$ cat src/rtl/gpio_in_filter_if.sv
// Register-side bundle for gpio_in_filter: pad input, per-pin config strobes and conditioned outputs.
// The slave modport is the filter itself; the master modport is the register block / pad ring side.
interface gpio_in_filter_if #(
  parameter int unsigned GPIO_WIDTH = 16,
  parameter int unsigned FILT_W     = 8
);
  logic [GPIO_WIDTH-1:0]   pad_in;
  logic [GPIO_WIDTH-1:0]   r_filt_en;
  logic [FILT_W-1:0]       r_filt_len;
  logic [GPIO_WIDTH-1:0]   r_int_en;
  logic [2*GPIO_WIDTH-1:0] r_int_mode;
  logic [GPIO_WIDTH-1:0]   r_int_clr;
  logic [GPIO_WIDTH-1:0]   gpio_in;
  logic [GPIO_WIDTH-1:0]   int_status;
  logic                    gpio_irq;

  modport master (
    output pad_in, r_filt_en, r_filt_len, r_int_en, r_int_mode, r_int_clr,
    input  gpio_in, int_status, gpio_irq
  );

  modport slave (
    input  pad_in, r_filt_en, r_filt_len, r_int_en, r_int_mode, r_int_clr,
    output gpio_in, int_status, gpio_irq
  );
endinterface

$ cat src/rtl/gpio_in_filter.sv
// Per-pin GPIO input conditioning: synchroniser, optional debounce filter, edge/level event
// detection into sticky status, and a single registered IRQ line.
module gpio_in_filter #(
  parameter int unsigned GPIO_WIDTH  = 16,
  parameter int unsigned SYNC_STAGES = 2,
  parameter int unsigned FILT_W      = 8
) (
  input logic             clk,
  input logic             rst_n,
  gpio_in_filter_if.slave bus
);

  typedef enum logic [1:0] {
    MODE_RISE  = 2'b00,
    MODE_FALL  = 2'b01,
    MODE_BOTH  = 2'b10,
    MODE_LEVEL = 2'b11
  } int_mode_e;

  logic [GPIO_WIDTH-1:0] w_filt;
  logic [GPIO_WIDTH-1:0] w_status;
  logic                  r_irq;

  genvar g;
  generate
    for (g = 0; g < GPIO_WIDTH; g++) begin : g_pin
      logic [SYNC_STAGES-1:0] r_sync;
      logic [FILT_W-1:0]      r_cnt;
      logic [FILT_W:0]        w_cnt_inc;
      logic                   w_sync;
      logic                   w_bypass;
      logic                   r_filt;
      logic                   r_prev;
      logic                   r_status;
      logic                   w_evt;
      int_mode_e              w_mode;

      always_ff @(posedge clk or negedge rst_n) begin
        if (!rst_n) r_sync <= '0;
        else        r_sync <= {r_sync[SYNC_STAGES-2:0], bus.pad_in[g]};
      end

      assign w_sync    = r_sync[SYNC_STAGES-1];
      assign w_bypass  = !bus.r_filt_en[g] || (bus.r_filt_len == '0);
      assign w_cnt_inc = {1'b0, r_cnt} + (FILT_W+1)'(1);

      // Compare against the live length so a shrunk r_filt_len releases a pending edge at once.
      always_ff @(posedge clk or negedge rst_n) begin
        if (!rst_n) begin
          r_filt <= 1'b0;
          r_cnt  <= '0;
        end else if (w_bypass) begin
          r_filt <= w_sync;
          r_cnt  <= '0;
        end else if (w_sync == r_filt) begin
          r_cnt  <= '0;
        end else if (w_cnt_inc >= {1'b0, bus.r_filt_len}) begin
          r_filt <= w_sync;
          r_cnt  <= '0;
        end else if (r_cnt != '1) begin
          r_cnt  <= w_cnt_inc[FILT_W-1:0];
        end
      end

      always_ff @(posedge clk or negedge rst_n) begin
        if (!rst_n) r_prev <= 1'b0;
        else        r_prev <= r_filt;
      end

      assign w_mode = int_mode_e'(bus.r_int_mode[2*g +: 2]);

      always_comb begin
        w_evt = 1'b0;
        case (w_mode)
          MODE_RISE:  w_evt = r_filt & ~r_prev;
          MODE_FALL:  w_evt = ~r_filt & r_prev;
          MODE_BOTH:  w_evt = r_filt ^ r_prev;
          MODE_LEVEL: w_evt = r_filt;
          default:    w_evt = 1'b0;
        endcase
      end

      // Set has priority over the W1C strobe so an event coinciding with a clear is kept.
      always_ff @(posedge clk or negedge rst_n) begin
        if (!rst_n)     r_status <= 1'b0;
        else if (w_evt) r_status <= 1'b1;
        else if (bus.r_int_clr[g]) r_status <= 1'b0;
      end

      assign w_filt[g]   = r_filt;
      assign w_status[g] = r_status;
    end
  endgenerate

  always_ff @(posedge clk or negedge rst_n) begin
    if (!rst_n) r_irq <= 1'b0;
    else        r_irq <= |(w_status & bus.r_int_en);
  end

  assign bus.gpio_in    = w_filt;
  assign bus.int_status = w_status;
  assign bus.gpio_irq   = r_irq;

endmodule
$ cat src/flat_wrapper.sv
// flat-port wrapper written by rule: the top's interface ports become plain ports
module gpio_in_filter_flat 
#(
  parameter int unsigned GPIO_WIDTH  = 16,
  parameter int unsigned SYNC_STAGES = 2,
  parameter int unsigned FILT_W      = 8
)
  (clk, rst_n, bus_pad_in, bus_r_filt_en, bus_r_filt_len, bus_r_int_en, bus_r_int_mode, bus_r_int_clr, bus_gpio_in, bus_int_status, bus_gpio_irq);
  gpio_in_filter_if #(.GPIO_WIDTH(GPIO_WIDTH), .FILT_W(FILT_W)) bus_i ();
  input logic clk;
  input logic rst_n;
  input wire logic [$bits(bus_i.pad_in)-1:0] bus_pad_in;
  input wire logic [$bits(bus_i.r_filt_en)-1:0] bus_r_filt_en;
  input wire logic [$bits(bus_i.r_filt_len)-1:0] bus_r_filt_len;
  input wire logic [$bits(bus_i.r_int_en)-1:0] bus_r_int_en;
  input wire logic [$bits(bus_i.r_int_mode)-1:0] bus_r_int_mode;
  input wire logic [$bits(bus_i.r_int_clr)-1:0] bus_r_int_clr;
  output wire logic [$bits(bus_i.gpio_in)-1:0] bus_gpio_in;
  output wire logic [$bits(bus_i.int_status)-1:0] bus_int_status;
  output wire logic [$bits(bus_i.gpio_irq)-1:0] bus_gpio_irq;
  assign bus_i.pad_in = bus_pad_in;
  assign bus_i.r_filt_en = bus_r_filt_en;
  assign bus_i.r_filt_len = bus_r_filt_len;
  assign bus_i.r_int_en = bus_r_int_en;
  assign bus_i.r_int_mode = bus_r_int_mode;
  assign bus_i.r_int_clr = bus_r_int_clr;
  assign bus_gpio_in = bus_i.gpio_in;
  assign bus_int_status = bus_i.int_status;
  assign bus_gpio_irq = bus_i.gpio_irq;
  gpio_in_filter #(.GPIO_WIDTH(GPIO_WIDTH), .SYNC_STAGES(SYNC_STAGES), .FILT_W(FILT_W)) u_core (.clk(clk), .rst_n(rst_n), .bus(bus_i));
endmodule
$ cat config.mk
export PLATFORM = sky130hd
export DESIGN_NAME = gpio_in_filter_flat
export DESIGN_NICKNAME = d
export VERILOG_FILES = /design/src/rtl/gpio_in_filter_if.sv /design/src/rtl/gpio_in_filter.sv /design/src/flat_wrapper.sv
export SDC_FILE = /design/constraint.sdc
export NUM_CORES = 1
export LEC_CHECK = 0
export CORE_UTILIZATION = 50
export DETAILED_ROUTE_END_ITERATION = 8
export HOLD_SLACK_MARGIN = 0.12
export PLACE_DENSITY = 0.71
export SYNTH_ARGS = -nofsm -noshare
export SYNTH_HDL_FRONTEND = slang
export SYNTH_SLANG_ARGS = --single-unit
$ cat constraint.sdc
create_clock -name clk -period 4 [get_ports clk]
set_input_delay 1 -clock clk [delete_from_list [all_inputs] [get_ports clk]]
set_output_delay 1 -clock clk [all_outputs]
set_load 0.01 [all_outputs]
; Word-level counts from Yosys, hierarchy flattened
; Cells that the tools add are included.
[word_totals]
latch_bits = 0
romBits = 0
output_inout_bits = 33
reg_bits = 209
memories = 0
ramBits = 0
[op_classes]
bitwise = 81
reduce_logical = 114
n_div = 0
n_mux = 160
shifts = 0
n_lt_le_gt_ge = 16
n_eq_ne = 96
multipliers = 0
addsub = 16
[op_table]
columns = cell, count
row1 = 2-to-1 mux 8 bit, 64
row2 = "adder 8 x 1 -> 9 bit, second input constant", 16
row3 = greater-or-equal comparator 9 x 8 -> 1 bit, 16
row4 = "inequality test 8 bit, second input constant", 16
row5 = 2-to-1 mux 1 bit, 80
row6 = "== test 2 bit, second input constant", 32
row7 = case mux 1 bit (4 select lines), 16
row8 = nonzero test 2 bit, 32
row9 = nonzero test 4 bit, 16
row10 = AND 1 bit, 32
row11 = "== test 2 x 1 -> 1 bit, second input constant", 16
row12 = logical NOT 2 bit, 16
row13 = "inequality test 2 x 1 -> 1 bit, second input constant", 16
row14 = NOT 1 bit, 32
row15 = AND reduction 2 bit, 16
row16 = AND 16 bit, 1
row17 = == test 1 bit, 16
row18 = logical NOT 1 bit, 16
row19 = logical OR 1 bit, 16
row20 = OR reduction 16 bit, 1
row21 = bitwise XOR 1 bit, 16
row22 = logical NOT 8 bit, 1

; Depth between registers and ports, before layout
; Gate-level depths: netlist of run 1.
[depth]
ltp_word = 5
depth_mapped = 11
mapped_depth_nobuf = 11

; Worst setup path after synthesis of run 1
; OpenSTA, ideal clock, no wires.
[synth_timing]
kind = in2reg
start = in bus_r_filt_len[7]
end = reg u_core.g_pin[2].r_filt
t_required_ns = 3.873
setup_ns = 0.127
stages = 7
path_slack_ns = 1.103
arrival_ns = 2.769
cell_sequence = inv_1 -> ha_1 -> and3_1 -> a22oi_1 -> nor4bb_1 -> nand3_1 -> mux2_1
[synth_between]
elab_chain_len = 4
[synth_lines]
columns = item, line_no
row1 = start: declaration, flat_wrapper.sv:14  ; input wire logic [$bits(bus_i.r_filt_len)-1:0] bus_r_filt_len;
row2 = "parallel branches: the longest is 4 deep, another holds greater-or-equal comparator 9 x 8 -> 1 bit", --
row3 = end signal: assignment, gpio_in_filter.sv:53  ; r_filt <= w_sync;
row4 = end signal: assignment, gpio_in_filter.sv:58  ; r_filt <= w_sync;
row5 = end: declaration, gpio_in_filter.sv:32  ; logic r_filt;
; Parallel ways; which one is timed is not known.
; A chain may end at the register's enable or synchronous reset.

; Final worst setup path of run 1
[layout_timing]
start = in bus_r_filt_len[7]
end = reg u_core.g_pin[2].r_cnt[6]
[layout_between]
elab_chain_len = 4
[layout_lines]
columns = item, line_no
row1 = greater-or-equal comparator 9 x 8 -> 1 bit, gpio_in_filter.sv:57  ; end else if (w_cnt_inc >= {1'b0, bus.r_filt_len}) begin
row2 = 2-to-1 mux 8 bit, gpio_in_filter.sv:57
row3 = 2-to-1 mux 8 bit, gpio_in_filter.sv:55  ; end else if (w_sync == r_filt) begin
row4 = 2-to-1 mux 8 bit, gpio_in_filter.sv:52  ; end else if (w_bypass) begin
row5 = end signal: assignment, gpio_in_filter.sv:61  ; r_cnt <= w_cnt_inc[FILT_W-1:0];
row6 = end: declaration, gpio_in_filter.sv:28  ; logic [FILT_W-1:0] r_cnt;
; Several ways; a longest one is shown, not always the timed one.

==> results.sh, run 1 <==
export IMPL_num_vias=8800
export IMPL_worst_setup_path_end_kind="register"
export IMPL_grt_setup_unrepaired="false"
export IMPL_drt_met1_wl_um=11900
export IMPL_layout_nets=1609
export IMPL_max_freq_mhz=295
export IMPL_synth_net_count=1464
export IMPL_wl_met2_um=11800
export IMPL_fin_cells=1668
export IMPL_start_kind="input pin"
export IMPL_pwr_density_cell_nw_per_um2=354
export IMPL_die_h_um=161
export IMPL_async_flop_share=1.00
export IMPL_syn2layout_area_growth_pct=19.6
export IMPL_leakagePower_nw=7.71
export IMPL_coreArea_sq_um=24600
export IMPL_rr_worst_depth=10
export IMPL_track_usage=0.203
export IMPL_final_common_cell="dfrtp_1"
export IMPL_top_layer="met4"
export IMPL_drc=0
export IMPL_cts_reportedPaths_clkPinSlew_ns=0.06
export IMPL_yosys_register_bits=209
export IMPL_grt_pass1_vias=8843
export IMPL_cp_max_fo=13
export IMPL_slew_violations=0
export IMPL_port_buffers=138
export IMPL_antenna_found_initial=1
export IMPL_cts_root_buf="clkbuf_16"
export IMPL_r2r_end="u_core.g_pin[1].r_cnt[7]"
export IMPL_synth_avg_cell_area_sq_um=10.7
export IMPL_required_ns=4.43
export IMPL_cts_resized=0
export IMPL_finalCriticalPeriod_ns=3.39
export IMPL_max_clock_path_buffers=3
export IMPL_setup_viol=0
export IMPL_relSlewSlack=0.400
export IMPL_grt_pass1_wl_um=42700
export IMPL_cpPeakStageDelay_ns=0.67
export IMPL_post_dp_hpwl_um=18100
export IMPL_viasPerCell=5.28
export IMPL_syn_inst=1182
export IMPL_synth_area_sq_um=12700
export IMPL_routabilityCongestion=0.828
export IMPL_arrival_ns=3.82
export IMPL_cts_setup_buffers=0
export IMPL_diodes=0
export IMPL_post_drt_wl_per_cell_um=15.1
export IMPL_cts_buffers=25
export IMPL_drt_pass1_iterations=4
export IMPL_synth_edff_count=0
export IMPL_cap_violations=0
export IMPL_tns_ns=0
export IMPL_drt_iter0_markers=313
export IMPL_cts_tree="done"
export IMPL_dieArea_sq_um=26000
export IMPL_die_w_um=161
export IMPL_gr_total_overflow=0
export IMPL_critPathLaunch="bus_r_filt_len[7]"
export IMPL_pin_count=139
export IMPL_cts_hold_buf=0
export IMPL_wl_met3_um=1110
export IMPL_holdCritPathClass="register to register"
export IMPL_yosysSeqAreaShare=0.413
export IMPL_synth_cell_types=44
export IMPL_synth_warning_count=0
export IMPL_clock_latency_ns=0.52
export IMPL_finClkSkew_ns=0.0133
export IMPL_path_cells="clkdlybuf4s50_1, inv_1, ha_1, and3_1, a22oi_1, nor4bb_1, nand4_2, nor2b_1"
export IMPL_ys_flop_type="dfrtp_1"
export IMPL_crit_type="input pin to register"
export IMPL_grt_max_degree=99
export IMPL_outcome="finished, final reports clean"
export IMPL_dp_cells=1624
export IMPL_mostFrequentLayoutCells="209 x dfrtp_1, 176 x ha_1, 137 x clkdlybuf4s50_1"
export IMPL_drtAntennaViolNets=0
export IMPL_crit_end="u_core.g_pin[2].r_cnt[6]"
export IMPL_start_util=0.514
export IMPL_tightest_slew_ns=0.899
export IMPL_hold_viol_final=0
export IMPL_r2r_start="u_core.g_pin[1].r_cnt[0]"
export IMPL_peakVddDrop_mv=0.275
export IMPL_cts_sinks=209
export IMPL_totalWireLength_um=25200
export IMPL_reg2reg_slack_ns=1.07
export IMPL_row_count=57
export IMPL_drive_gt1_frac=0.0625
export IMPL_htree_levels=1
export IMPL_fin_crit_sh=0.847
export IMPL_worst_path_max_delay_cell="inv_1"
-- registers in the layout, indices dropped and copies added, names as in the netlist --
name	cells
u_core.bus.gpio_irq	1
u_core.g_pin.r_cnt	128
u_core.g_pin.r_filt	16
u_core.g_pin.r_prev	16
u_core.g_pin.r_status	16
u_core.g_pin.r_sync	32
-- synth_stat cells, types with 4 or more instances --
cell      count  area, sq um
a22oi_1      15          113
nor4bb_1      6         60.1
a221oi_1      4         35.0
a21oi_1      22          110
ha_1        176         2200
nor2_1       70          263
nand4_2      14          175
mux2i_1      21          210
nor2b_1      99          619
nor3b_1       7         52.6
inv_1        78          293
nor3_1        6         30.0
mux2_1       16          180
o221ai_1     10         87.6
nand2_1      65          244
nand4_1      19          119
and4bb_1      6         75.1
xor2_1       65          569
xnor2_1      46          403
a22o_1        4         35.0
a21o_1       36          270
mux4_2        6          135
dfrtp_1     209         5230
o21ai_0      21          105
and3_1       29          181
buf_4        32          240
nand3_1      75          375
-- area by class of cell --
class / instances / area [sq um]
multi-input cells: 861 / 6880
clock inverters: 5 / 56.3
well taps: 324 / 405
flip-flops and latches: 209 / 5230
fillers: 2042 / 9470
clock buffers: 39 / 758
inverters: 78 / 293
repair buffers: 152 / 1520
-- layer usage --
metal  vias up  GRT usage
li1       4404          -
met2       128      0.341
met5         -          0
met3        34     0.0262
met1      4234      0.280
met4         0     0.0429
-- critical path, delay by kind of cell --
| family | cells | cell delay [ns] |
|---|---|---|
| AND/OR/NAND/NOR | 4 | 1.18 |
| buffers and inverters | 2 | 1.10 |
| adder cells (fa/ha/maj) | 1 | 0.37 |
| AO/OA/AOI/OAI | 1 | 0.16 |
-- logic make-up (layout without fill, tap and decap cells) --
| logic type | after synthesis | in the layout | synth area share |
|---|---|---|---|
| compound gates | 116 | 116 | 0.0629 |
| flops | 209 | 209 | 0.413 |
| mux | 43 | 43 | 0.0415 |
| simple gates | 415 | 415 | 0.188 |
| buf+inv | 112 | 274 | 0.0433 |
| fa+ha+maj | 176 | 176 | 0.174 |
| xor+xnor | 111 | 111 | 0.0768 |
-- worst min path at each step --
stage | start | cells past startpoint | end | slack, ns
final | u_core.g_pin[8].r_sync[0] | 0 | u_core.g_pin[8].r_sync[1] | 0.35
after global routing | u_core.g_pin[8].r_sync[0] | 0 | u_core.g_pin[8].r_sync[1] | 0.35
after CTS | u_core.g_pin[6].r_sync[0] | 0 | u_core.g_pin[6].r_sync[1] | 0.35
after detailed placement | u_core.g_pin[5].r_sync[0] | 0 | u_core.g_pin[5].r_sync[1] | 0.34
after global placement | u_core.g_pin[6].r_sync[0] | 0 | u_core.g_pin[6].r_sync[1] | 0.33
after floorplan | u_core.g_pin[0].r_sync[0] | 0 | u_core.g_pin[0].r_sync[1] | 0.33
-- per-stage QoR --
stage	util	setup WS, ns	hold slack [ns]	instance area, sq um	total power, mW
after floorplan	-	1.10	0.331	12700	2.84
after global placement	0.582	0.156	0.333	14300	3.16
after detailed placement	0.582	0.0971	0.337	14300	3.20
after CTS	0.615	0.625	0.347	15100	5.44
after global routing	0.615	0.431	0.352	15100	5.64
final	0.615	0.611	0.347	15100	5.36
-- where the power goes --
group	leakage [nW]	switching, mW	total [mW]	internal, mW
clock network	0.399	0.857	2.21	1.36
logic	4.60	0.394	0.804	0.410
registers	2.71	0.113	2.34	2.23
total	7.71	1.36	5.36	4.00
Power figures use the tool's default switching activity.
==> run 2: changes to the inputs <==
Settings changed: PLACE_DENSITY 0.71 to 0.74.
Clock period 4 ns to 3.1 ns, I/O delays scaled along.
==> results.sh, run 2 (synthesis gave the netlist of run 1 again) <==
export IMPL_outcome="finished, final reports clean"
export IMPL_tns_ns=0
export IMPL_cp_max_fo=8
export IMPL_coreArea_sq_um=24600
export IMPL_hold_viol_final=0
export IMPL_viasPerCell=5.33
export IMPL_cpMostUsedCell="and3_1"
export IMPL_fin_cells=1694
export IMPL_cts_root_buf="clkbuf_16"
export IMPL_antenna_found_initial=0
export IMPL_stdcell_area_sq_um=15400
export IMPL_final_common_cell="dfrtp_1"
export IMPL_htree_levels=1
export IMPL_cts_sinks=209
export IMPL_pwr_share_comb=0.161
export IMPL_slew_violations=0
export IMPL_pin_count=139
export IMPL_top_register="u_core.g_pin.r_cnt"
export IMPL_grt_pass1_vias=9271
export IMPL_relSlewSlack=0.627
export IMPL_rr_worst_depth=10
export IMPL_fillers=2040
export IMPL_drive_gt1_frac=0.0854
export IMPL_cpPeakStageDelay_ns=0.43
export IMPL_wl_met3_um=1240
export IMPL_drtAntennaViolNets=0
export IMPL_drc=0
export IMPL_pwr_density_cell_nw_per_um2=443
export IMPL_finalPower_mw=6.82
export IMPL_dp_slack_ns=-0.205
export IMPL_num_vias=9037
export IMPL_max_clock_path_buffers=3
export IMPL_worst_path_max_delay_cell="dfrtp_1"
export IMPL_peakVddDrop_mv=0.364
export IMPL_required_ns=3.53
export IMPL_crit_type="register to register"
export IMPL_syn2layout_area_growth_pct=21.7
export IMPL_post_drt_wl_per_cell_um=15.7
export IMPL_drt_met1_wl_um=12000
export IMPL_critPathLaunch="u_core.g_pin[1].r_cnt[0]"
export IMPL_cts_reportedPaths_clkPinSlew_ns=0.06
export IMPL_cts_buffers=23
export IMPL_place_area_sq_um=14600
export IMPL_largest_reg_flops=128
export IMPL_grt_setup_unrepaired="false"
export IMPL_top_layer="met4"
export IMPL_tightest_slew_ns=0.559
export IMPL_setup_viol=0
export IMPL_port_buffers=138
export IMPL_mostFrequentLayoutCells="209 x dfrtp_1, 176 x ha_1, 137 x clkdlybuf4s50_1"
export IMPL_r2r_end="u_core.g_pin[1].r_cnt[7]"
export IMPL_p_sw_mw=1.78
export IMPL_seqPwrFrac=0.444
export IMPL_cts_setup_buffers=0
export IMPL_cts_tree="done"
export IMPL_path_cells="ha_1, and3_1, and3_1, xor2_1, ha_1, and3_1, a22oi_1, nor4bb_2, nand4_2, nor3_1"
export IMPL_internal_power_mw=5.03
export IMPL_post_dp_hpwl_um=19900
export IMPL_leakagePower_nw=7.85
export IMPL_final_core_util=0.626
export IMPL_start_kind="register"
export IMPL_holdWs_ns=0.240
export IMPL_finalCriticalPeriod_ns=2.90
export IMPL_clock_latency_ns=0.51
export IMPL_grt_max_degree=70
export IMPL_fin_crit_sh=0.936
export IMPL_die_h_um=161
export IMPL_totalWireLength_um=26600
export IMPL_die_w_um=161
export IMPL_start_util=0.514
export IMPL_drt_pass1_iterations=4
export IMPL_track_usage=0.213
export IMPL_reg_largest_list="u_core.g_pin.r_cnt x128, u_core.g_pin.r_sync x32"
export IMPL_power_share_clock=0.395
export IMPL_wl_met2_um=12800
export IMPL_max_freq_mhz=345
export IMPL_diodes=0
export IMPL_worst_setup_path_end_kind="register"
export IMPL_layout_nets=1636
export IMPL_worst_slack_ns=0.197
export IMPL_drt_iter0_markers=361
export IMPL_finClkSkew_ns=0.0117
export IMPL_arrival_ns=3.33
export IMPL_r2r_start="u_core.g_pin[1].r_cnt[0]"
export IMPL_dieArea_sq_um=26000
export IMPL_dp_cells=1653
export IMPL_routabilityCongestion=0.839
export IMPL_cap_violations=0
export IMPL_grt_pass1_wl_um=44900
export IMPL_gr_total_overflow=0
export IMPL_row_count=57
export IMPL_reg2reg_slack_ns=0.20
export IMPL_p_sw_frac=0.262
export IMPL_holdCritPathClass="input pin to asynchronous set/reset pin"
-- run 2: metal layers --
layer,track usage,vias to the layer above
met5,0,-
met4,0.0536,0
met3,0.0308,36
met2,0.357,157
met1,0.290,4381
li1,-,4463
-- run 2: power by group through the flow --
stage          clock [mW]  combinational, mW  sequential [mW]
4_1_cts              2.77               1.11             3.03
6_report             2.70               1.10             3.03
5_1_grt              2.87               1.24             3.05
2_1_floorplan           0              0.637             3.03
3_5_place_dp            0               1.10             3.08
3_3_place_gp            0               1.06             3.07
-- run 2: critical path, delay by kind of cell, from the launching register on --
family | cells | cell delay [ns]
AO/OA/AOI/OAI | 1 | 0.17
XOR/XNOR | 1 | 0.16
adder cells (fa/ha/maj) | 2 | 0.55
flip-flops | 1 | 0.43
AND/OR/NAND/NOR | 6 | 1.51
-- run 2: cell type report --
type	count	area (sq um)	share of cell area
clock buffers	32	669	0.0435
multi-input cells	861	6910	0.449
well taps	324	405	0.0263
inverters	78	293	0.0190
flip-flops and latches	209	5230	0.340
repair buffers	181	1810	0.117
clock inverters	9	80.1	0.00520
-- run 2: how the worst max path moves through the flow --
| stage | end | cells after the start |
|---|---|---|
| after floorplan | u_core.g_pin[2].r_filt | 7 |
| after global placement | u_core.g_pin[4].r_filt | 10 |
| after detailed placement | u_core.g_pin[2].r_cnt[5] | 10 |
| after CTS | u_core.g_pin[1].r_cnt[7] | 10 |
| after global routing | u_core.g_pin[1].r_cnt[7] | 10 |
| final | u_core.g_pin[1].r_cnt[7] | 10 |
-- run 2: timing repair --
item	CTS	global route
resized for setup	0	5
hold endpoints to repair	0	0
hold buffers	0	0
endpoints found under the setup margin	0	11
